===== src/rtl/cpu0_pkg.sv =====
// Shared cpu0 definitions: operand width codes, memory map constants and the
// state encoding used by the memory bus arbiter.
package cpu0_pkg;

    localparam logic [1:0] INT32 = 2'b11;
    localparam logic [1:0] INT24 = 2'b10;
    localparam logic [1:0] INT16 = 2'b01;
    localparam logic [1:0] BYTE  = 2'b00;

    localparam logic [31:0] MEMSIZE = 32'h0000_7000;
    localparam logic [31:0] IOADDR  = 32'h0000_7000;

    typedef enum logic [1:0] {
        IDLE   = 2'd0,
        ACCESS = 2'd1,
        DONE   = 2'd2
    } arb_state_e;

endpackage


===== src/rtl/rr_arb2.sv =====
// Combinational two-way round-robin pick: on a tie the port that did not own
// the bus last time wins.
module rr_arb2 (
    input  logic req0,
    input  logic req1,
    input  logic last_grant,
    output logic winner,
    output logic any_req
);

    always_comb begin
        any_req = req0 | req1;
        winner  = (req0 && req1) ? ~last_grant : req1;
    end

endmodule


===== src/rtl/mem_bus_arbiter.sv =====
// Shares the single memory port between the cpu0 path (port 0) and a DMA/IO
// engine (port 1) with req/ack handshakes and a fixed-length access window.
module mem_bus_arbiter
    import cpu0_pkg::*;
#(
    parameter logic [31:0] MEMSIZE    = cpu0_pkg::MEMSIZE,
    parameter int unsigned ACC_CYCLES = 2
) (
    input  logic        clock,
    input  logic        reset,
    input  logic        req0,
    input  logic        rw0,
    input  logic [1:0]  size0,
    input  logic [31:0] addr0,
    input  logic [31:0] wdata0,
    output logic        ack0,
    output logic        err0,
    output logic [31:0] rdata0,
    input  logic        req1,
    input  logic        rw1,
    input  logic [1:0]  size1,
    input  logic [31:0] addr1,
    input  logic [31:0] wdata1,
    output logic        ack1,
    output logic        err1,
    output logic [31:0] rdata1,
    output logic        m_en,
    output logic        m_rw,
    output logic [1:0]  m_size,
    output logic [31:0] mar,
    output logic [31:0] mdr,
    input  logic [31:0] dbus_in,
    output logic        grant,
    output logic        busy
);

    localparam int          CNT_W    = (ACC_CYCLES > 1) ? $clog2(ACC_CYCLES) : 1;
    localparam logic [CNT_W-1:0] CNT_INIT = CNT_W'(ACC_CYCLES - 1);
    localparam logic [31:0] MAX_ADDR = MEMSIZE - 32'd4;

    arb_state_e       state_q, state_d;
    logic [CNT_W-1:0] cnt_q, cnt_d;
    logic             m_en_q, m_en_d, m_rw_q, m_rw_d;
    logic [1:0]       m_size_q, m_size_d;
    logic [31:0]      mar_q, mar_d, mdr_q, mdr_d;
    logic             ack0_q, ack0_d, ack1_q, ack1_d;
    logic             err0_q, err0_d, err1_q, err1_d;
    logic [31:0]      rdata0_q, rdata0_d, rdata1_q, rdata1_d;
    logic             grant_q, grant_d, busy_q, busy_d;

    logic             winner, any_req;
    logic [31:0]      sel_addr;

    rr_arb2 u_rr_arb2 (
        .req0       (req0),
        .req1       (req1),
        .last_grant (grant_q),
        .winner     (winner),
        .any_req    (any_req)
    );

    assign sel_addr = winner ? addr1 : addr0;

    always_comb begin
        state_d  = state_q;
        cnt_d    = cnt_q;
        m_en_d   = m_en_q;
        m_rw_d   = m_rw_q;
        m_size_d = m_size_q;
        mar_d    = mar_q;
        mdr_d    = mdr_q;
        ack0_d   = ack0_q;
        ack1_d   = ack1_q;
        err0_d   = err0_q;
        err1_d   = err1_q;
        rdata0_d = rdata0_q;
        rdata1_d = rdata1_q;
        grant_d  = grant_q;

        unique case (state_q)
            IDLE: begin
                if (any_req) begin
                    grant_d  = winner;
                    mar_d    = sel_addr;
                    mdr_d    = winner ? wdata1 : wdata0;
                    m_rw_d   = winner ? rw1 : rw0;
                    m_size_d = winner ? size1 : size0;
                    // Out-of-range requests complete at once without touching memory.
                    if (sel_addr > MAX_ADDR) begin
                        state_d = DONE;
                        if (winner) begin
                            ack1_d   = 1'b1;
                            err1_d   = 1'b1;
                            rdata1_d = '0;
                        end else begin
                            ack0_d   = 1'b1;
                            err0_d   = 1'b1;
                            rdata0_d = '0;
                        end
                    end else begin
                        m_en_d  = 1'b1;
                        cnt_d   = CNT_INIT;
                        state_d = ACCESS;
                    end
                end
            end
            ACCESS: begin
                if (cnt_q != '0) begin
                    cnt_d = cnt_q - CNT_W'(1);
                end else begin
                    m_en_d  = 1'b0;
                    state_d = DONE;
                    if (grant_q) begin
                        ack1_d = 1'b1;
                        err1_d = 1'b0;
                        if (m_rw_q) rdata1_d = dbus_in;
                    end else begin
                        ack0_d = 1'b1;
                        err0_d = 1'b0;
                        if (m_rw_q) rdata0_d = dbus_in;
                    end
                end
            end
            DONE: begin
                ack0_d  = 1'b0;
                ack1_d  = 1'b0;
                err0_d  = 1'b0;
                err1_d  = 1'b0;
                state_d = IDLE;
            end
            default: state_d = IDLE;
        endcase

        busy_d = (state_d != IDLE);
    end

    always_ff @(posedge clock) begin
        if (!reset) begin
            state_q  <= IDLE;
            cnt_q    <= '0;
            m_en_q   <= 1'b0;
            m_rw_q   <= 1'b1;
            m_size_q <= INT32;
            mar_q    <= '0;
            mdr_q    <= '0;
            ack0_q   <= 1'b0;
            ack1_q   <= 1'b0;
            err0_q   <= 1'b0;
            err1_q   <= 1'b0;
            rdata0_q <= '0;
            rdata1_q <= '0;
            grant_q  <= 1'b1;
            busy_q   <= 1'b0;
        end else begin
            state_q  <= state_d;
            cnt_q    <= cnt_d;
            m_en_q   <= m_en_d;
            m_rw_q   <= m_rw_d;
            m_size_q <= m_size_d;
            mar_q    <= mar_d;
            mdr_q    <= mdr_d;
            ack0_q   <= ack0_d;
            ack1_q   <= ack1_d;
            err0_q   <= err0_d;
            err1_q   <= err1_d;
            rdata0_q <= rdata0_d;
            rdata1_q <= rdata1_d;
            grant_q  <= grant_d;
            busy_q   <= busy_d;
        end
    end

    assign m_en   = m_en_q;
    assign m_rw   = m_rw_q;
    assign m_size = m_size_q;
    assign mar    = mar_q;
    assign mdr    = mdr_q;
    assign ack0   = ack0_q;
    assign err0   = err0_q;
    assign rdata0 = rdata0_q;
    assign ack1   = ack1_q;
    assign err1   = err1_q;
    assign rdata1 = rdata1_q;
    assign grant  = grant_q;
    assign busy   = busy_q;

endmodule

===== config.mk =====
export PLATFORM = sky130hd
export DESIGN_NAME = mem_bus_arbiter
export DESIGN_NICKNAME = d
export VERILOG_FILES = /design/src/rtl/cpu0_pkg.sv /design/src/rtl/rr_arb2.sv /design/src/rtl/mem_bus_arbiter.sv
export SDC_FILE = /design/constraint.sdc
export NUM_CORES = 1
export LEC_CHECK = 0
export BUFFER_PORTS_ARGS = -buffer_cell sky130_fd_sc_hd__buf_2
export CAP_MARGIN = 30
export CORE_MARGIN = 2
export CORE_UTILIZATION = 40
export DETAILED_ROUTE_END_ITERATION = 16
export PLACE_DENSITY = 0.72
export SYNTH_ARGS = -nofsm -noshare
export SYNTH_HDL_FRONTEND = slang
export SYNTH_SLANG_ARGS = --single-unit

===== constraint.sdc =====
create_clock -name clock -period 2.2 [get_ports clock]
set_clock_uncertainty 0.2 [all_clocks]
set_input_delay 0.44 -clock clock [delete_from_list [all_inputs] [get_ports clock]]
set_output_delay 0.44 -clock clock [all_outputs]
set_load 0.1 [all_outputs]

==> impl_metrics.csv, run 1 <==
group,metric,value,unit
status,status,"finished, final reports clean",
clock_network,post_cts_buffers,0,
sta,worst_slack,0.107,ns
sta,report.final.slew_viol_count,0,
power,clockPowerShare,0.365,
sta,max-slew-margin-rel,0.649,
clock_network,numCtsBuffers,17,
placement,dp_hpwl,14.0,mm
grt,grt_max_degree,80,
logic_synthesis,syn_nets,885,
sta,setup_viol,0,
power,swShare,0.359,
placement,place_ws,-0.258,ns
critical_path,cp.arrival,2.19,ns
sta,fmax,478,MHz
power,internal-power,4870,µW
drt,drt_wl_total,19.1,mm
cells_and_area,multi_input_area,2970,µm²
floorplanning,io_pins,308,
run,maxCapViolCount,0,
clock_network,clock_latency,0.40,ns
drt,dr.pass1.iters,4,
cells_and_area,ff_latch_area,2830,µm²
critical_path,startpoint_type,"flop",
grt,grt_antenna_before_repair,2,
critical_path,cp_cell_sequence,"inv_1 -> ha_1 -> inv_1 -> a2bb2oi_1 -> nand3_4 -> buf_12 -> mux2i_1",
placement,gp_congestion,0.883,
clock_network,cts-root-buf,"clkbuf_16",
grt,grt_pass1_vias,6163,
critical_path,slowest_delay,0.39,ns
power,powerDensity,887,nW/µm²
floorplanning,core_region_area,14600,µm²
drt,first_iter_violations,465,
critical_path,crit_type,"flop to flop",
grt,grt_pass1_wl,30.4,mm
clock_network,cts_tree,"built",
logic_synthesis,syn_inst,711,
min_path,hold_class,"primary input to flop",
cells_and_area,syn_to_final_growth,41.6,%
grt,overflow,0,
floorplanning,dieArea,16100,µm²
sta,period_share,0.951,
logic_synthesis,ys_ff_latch,141,
floorplanning,num_rows,44,
power,ir_worst_vdd,0.000524,V
cells_and_area,fin_nets,1193,
power,p_switching,2730,µW
clock_network,clkTransAtPathRegs,0.06,ns
placement,port_buffers,307,
floorplanning,die_y,127,µm
cells_and_area,final_util,0.584,
sta,finalHoldViolations,0,
sta,period_minus_slack,2.09,ns
logic_synthesis,avgSynthCellArea,8.50,µm²
logic_synthesis,synth_flop_cell,"dfxtp_1",
logic_synthesis,synth.area.top_cells,"dfxtp_1, nand2_1, mux2i_1",
power,combinationalPowerShare,0.270,
critical_path,critPathRequiredTime,2.29,ns
logic_synthesis,synth_top_area_cell,"dfxtp_1",
cells_and_area,nFillCells,1353,
floorplanning,start_util,0.413,
critical_path,cp-end-kind,"flop",
power,power,7590,µW
power,seqPwrFrac,0.364,
drt,final_antenna_net_count,0,
floorplanning,fp.dieW,127,µm
logic_synthesis,synth_async_sr_flop_share,0,
power,leakagePower,0.00423,µW
critical_path,slowest_stage,"a2bb2oi_1",
logic_synthesis,synthDistinctLibCells,34,
drt,vias,6318,
cells_and_area,layout-drive-gt1-share,0.378,
logic_synthesis,synth_top_area_frac,0.467,
critical_path,crit_path_max_fanout,17,
logic_synthesis,ys_warn_count,0,
clock_network,clock_path_buffers,2,
logic_synthesis,ys_seq_area_frac,0.467,
clock_network,cts_max_level,4,
drt,drc_errors,0,
clock_network,holdBufCountCts,0,
drt,wl_per_cell,15.7,µm
sta,tightest_slew,0.522,ns
logic_synthesis,syn_area,6040,µm²
grt,grt_use_total,0.235,
critical_path,crit_top_cell,"inv_1",
clock_network,cts.sinks,141,
logic_synthesis,synth_edf_count,0,
drt,routed_via_density,5.20,
-- sequential cells by signal, summed over array words and instances, names as in the netlist --
register	count
ack0	1
ack1	1
busy	1
cnt_q	1
err0	1
err1	1
grant	1
m_en	1
m_rw	1
m_size	2
mar	32
mdr	32
rdata0	32
rdata1	32
state_q	2
-- area by class of cell --
cell class                 instances  share of cell area
clock inverter                    13              0.0165
clock buffer                      18              0.0502
timing repair buffer             345               0.228
antenna                            1            0.000292
tap                              184              0.0269
multi-input combinational        510               0.347
sequential                       141               0.330
inverter                           4             0.00175
-- cell families after synthesis --
logic type | after synthesis | share of synthesized area
AOI/OAI and AO/OA | 85 | 0.120
adders and majority gates | 4 | 0.00828
DFF | 141 | 0.467
muxes | 70 | 0.116
and+or+nand+nor | 351 | 0.239
buffers and inverters | 60 | 0.0495
-- power groups by stage --
stage	Sequential [µW]	Clock, µW	Combinational, µW
after CTS	2770	2850	2050
final	2770	2770	2050
after global routing	2780	2970	2160
after detailed placement	2820	0	2050
after global placement	2820	0	2050
after floorplan	3810	0	548
-- synthesized netlist by cell type, drive strengths merged (2+ instances only) --
cell type,n
dfxtp,141
nor2,73
nand4,9
nand3,12
nor4,8
buf,21
a311oi,64
nand3b,3
inv,4
ha,4
a22o,2
nand2,239
o21ai,6
clkbuf,35
a22oi,3
nor3,2
nand2b,2
o211ai,4
mux2i,70
a21oi,2
-- what timing repair did --
| action | in CTS | in global routing |
|---|---|---|
| endpoints found under the setup margin | 0 | 103 |
| gates resized for setup | 0 | 5 |
| hold endpoints to repair | 0 | 0 |
-- placed cells by master, fill, tap and decap left out, drive strengths merged, types with 2 or more instances in the layout --
cell | netlist | layout
clkinv | 0 | 4
nand2 | 239 | 239
nor3 | 2 | 2
buf | 21 | 345
o21ai | 6 | 6
inv | 4 | 7
a22o | 2 | 2
clkbuf | 35 | 18
ha | 4 | 4
a21oi | 2 | 2
nand3b | 3 | 3
nand2b | 2 | 2
clkinvlp | 0 | 4
nand4 | 9 | 9
bufinv | 0 | 2
o211ai | 4 | 4
a311oi | 64 | 64
dfxtp | 141 | 141
nor2 | 73 | 73
nor4 | 8 | 8
mux2i | 70 | 70
nand3 | 12 | 12
a22oi | 3 | 3
-- worst paths after layout --
kind | slack (ns) | cells after the start | endpoint | startpoint
setup / recovery | 0.11 | 7 | rdata1[8] | state_q[1]
hold / removal | 0.09 | 3 | mdr[3] | wdata1[3]
hold reg to reg | 0.26 | 2 | rdata0[5] | rdata0[5]
setup reg to reg | 0.11 | 7 | rdata1[8] | state_q[1]
-- critical path: cells and delay by family, from the launching register on --
| family | cells | cell delay [ns] |
|---|---|---|
| buffers and inverters | 3 | 0.43 |
| and+or+nand+nor | 1 | 0.16 |
| AOI/OAI and AO/OA | 1 | 0.39 |
| adders and majority gates | 1 | 0.28 |
| DFF | 1 | 0.38 |
| muxes | 1 | 0.13 |
-- per-layer routing --
layer,GRT usage,share of wire
met5,0,0.00052
met2,0.402,0.49
met3,0.0801,0.092
met4,0.0776,0.021
met1,0.277,0.40
-- per-stage QoR --
stage / hold WS, ns / cell area [µm²] / setup TNS, ns / std cells
after floorplan: 0.308 / 6050 / 0 / 711
after CTS: 0.0710 / 8530 / 0 / 1215
after detailed placement: 0.251 / 7960 / -15.38 / 1184
after global routing: 0.0783 / 8550 / -0.00421 / 1215
final: 0.0885 / 8560 / 0 / 1216
after global placement: 0.241 / 7960 / -15.70 / 1184
Power figures use the tool's default switching activity.
==> run 2, diff against run 1 <==
--- a/config.mk
+++ b/config.mk
@@ -7,9 +7,11 @@
 export LEC_CHECK = 0
 export BUFFER_PORTS_ARGS = -buffer_cell sky130_fd_sc_hd__buf_2
 export CAP_MARGIN = 30
+export CORE_ASPECT_RATIO = 0.7
 export CORE_MARGIN = 2
 export CORE_UTILIZATION = 40
 export DETAILED_ROUTE_END_ITERATION = 16
+export HOLD_SLACK_MARGIN = 0.02
 export PLACE_DENSITY = 0.72
 export SYNTH_ARGS = -nofsm -noshare
 export SYNTH_HDL_FRONTEND = slang
==> constraint.sdc (replaced) <==
create_clock -name clock -period 2.1 [get_ports clock]
set_clock_uncertainty 0.2 [all_clocks]
set_input_delay 0.42 -clock clock [delete_from_list [all_inputs] [get_ports clock]]
set_output_delay 0.42 -clock clock [all_outputs]
set_load 0.1 [all_outputs]
==> run 2 against run 1 <==
Power up 6.8%. Global-route usage fell by 0.52 points. Cell area is 3.1% higher. Routed wire length is 1.2% higher. Clock power rose by 7.6%. Sequential power up 5%. Critical endpoint is now rdata0[24]. Largest cell class unchanged. Largest power group is now the clock network.
==> impl_metrics.csv, run 2 (synthesis gave the netlist of run 1 again) <==
group,metric,value,unit
status,status,"finished, final reports clean",
power,seqPwrFrac,0.357,
drt,drc_errors,0,
min_path,hold_class,"primary input to flop",
grt,grt_antenna_before_repair,1,
grt,grt_pass1_wl,29.5,mm
critical_path,cp.arrival,2.21,ns
grt,grt_max_degree,64,
run,maxCapViolCount,0,
placement,port_buffers,307,
drt,vias,6320,
clock_network,cts_max_level,4,
sta,period_minus_slack,2.07,ns
floorplanning,die_y,107,µm
clock_network,clock_latency,0.41,ns
clock_network,cts.sinks,141,
power,leakagePower,0.00439,µW
floorplanning,dieArea,16100,µm²
drt,routed_via_density,5.04,
critical_path,crit_path_max_fanout,7,
critical_path,critPathRequiredTime,2.24,ns
placement,postPlaceCellArea,8080,µm²
floorplanning,io_pins,308,
power,combinationalPowerShare,0.275,
cells_and_area,layout-drive-gt1-share,0.399,
placement,gp_congestion,0.886,
clock_network,clkTransAtPathRegs,0.07,ns
cells_and_area,multi_input_area,2960,µm²
sta,max-slew-margin-rel,0.588,
grt,grt_pass1_vias,5901,
grt,overflow,0,
cells_and_area,syn_to_final_growth,45.9,%
drt,final_antenna_net_count,0,
sta,tightest_slew,0.618,ns
cells_and_area,finalNonFillerCells,1254,
sta,rsz0062_at_grt,"yes",
clock_network,holdBufCountCts,0,
power,p_switching,2990,µW
critical_path,startpoint_type,"flop",
sta,report.final.slew_viol_count,0,
sta,period_share,0.985,
critical_path,cp-end-kind,"flop",
cells_and_area,fin_nets,1220,
cells_and_area,nFillCells,1329,
clock_network,clock_path_buffers,2,
cells_and_area,final_area,8820,µm²
sta,holdWs,0.0629,ns
cells_and_area,final_common_cell,"buf_2",
power,clockPowerShare,0.368,
critical_path,ff2ff_setup_slack,0.03,ns
power,swShare,0.369,
drt,drt_wl_total,19.3,mm
clock_network,cts-root-buf,"clkbuf_16",
power,ir_worst_vdd,0.000529,V
placement,dp_hpwl,14.2,mm
power,internal-power,5120,µW
cells_and_area,final_cell_mix,"buf_2, nand2_1, dfxtp_1, nor2_1, mux2i_1",
cells_and_area,diodes,0,
clock_network,cts_tree,"built",
floorplanning,core_region_area,14700,µm²
floorplanning,start_util,0.411,
drt,dr.pass1.iters,5,
floorplanning,num_rows,37,
sta,setup_viol,0,
sta,finalHoldViolations,0,
power,powerDensity,919,nW/µm²
sta,fmax,483,MHz
drt,wl_per_cell,15.4,µm
grt,grt_use_total,0.230,
placement,placed_cells,1213,
drt,first_iter_violations,372,
critical_path,crit_type,"flop to flop",
cells_and_area,ff_latch_area,2830,µm²
floorplanning,fp.dieW,151,µm
clock_network,numCtsBuffers,17,
-- run 2: through the flow --
step	worst slack (ns)	total power [µW]	TNS [ns]	util
final	0.0317	8110	0	0.599
after global routing	-0.0575	8410	-1.20	0.599
after CTS	0.0370	8100	0	0.589
after detailed placement	-0.352	5110	-21.71	0.549
after global placement	-0.307	5100	-20.15	0.549
after floorplan	0.0152	4570	0	-
-- run 2: routing by layer --
metal  GRT usage  wire (µm)
met2       0.358       8580
met4      0.0768        334
met5           0         13
met3      0.0464       1100
met1       0.318       9300
-- run 2: area by class of cell --
class	instances	share of cell area
clock inverter	14	0.0165
tap	195	0.0277
clock buffer	18	0.0498
multi-input combinational	510	0.336
timing repair buffer	372	0.248
inverter	4	0.00170
sequential	141	0.321
-- run 2: repair_timing --
| item | in CTS | in global routing |
|---|---|---|
| setup endpoints to repair | 0 | 71 |
| gates resized for setup | 0 | 8 |
| setup buffers | 0 | 5 |
-- run 2: worst max-delay path: stages, from the launching register on --
cell and delay, ns:
dfxtp_4 0.37, a21boi_4 0.23, nand4_1 0.18, a22oi_4 0.28, nand3_4 0.15, nand3_4 0.20, clkbuf_16 0.21, mux2i_1 0.17
-- run 2: path summary, 6_finish.rpt --
kind | start | to | depth (start not counted)
setup / recovery | grant | rdata0[24] | 7
hold / removal | wdata1[17] | mdr[17] | 3
setup reg to reg | grant | rdata0[24] | 7
hold reg to reg | rdata1[14] | rdata1[14] | 2
-- run 2: power by group through the flow --
| stage | sequential, µW | clock [µW] | combinational, µW |
|---|---|---|---|
| 3_5_place_dp | 2960 | 0 | 2160 |
| 2_1_floorplan | 4000 | 0 | 575 |
| 4_1_cts | 2900 | 3040 | 2160 |
| 5_1_grt | 2910 | 3150 | 2350 |
| 3_3_place_gp | 2950 | 0 | 2150 |
| 6_report | 2900 | 2980 | 2230 |
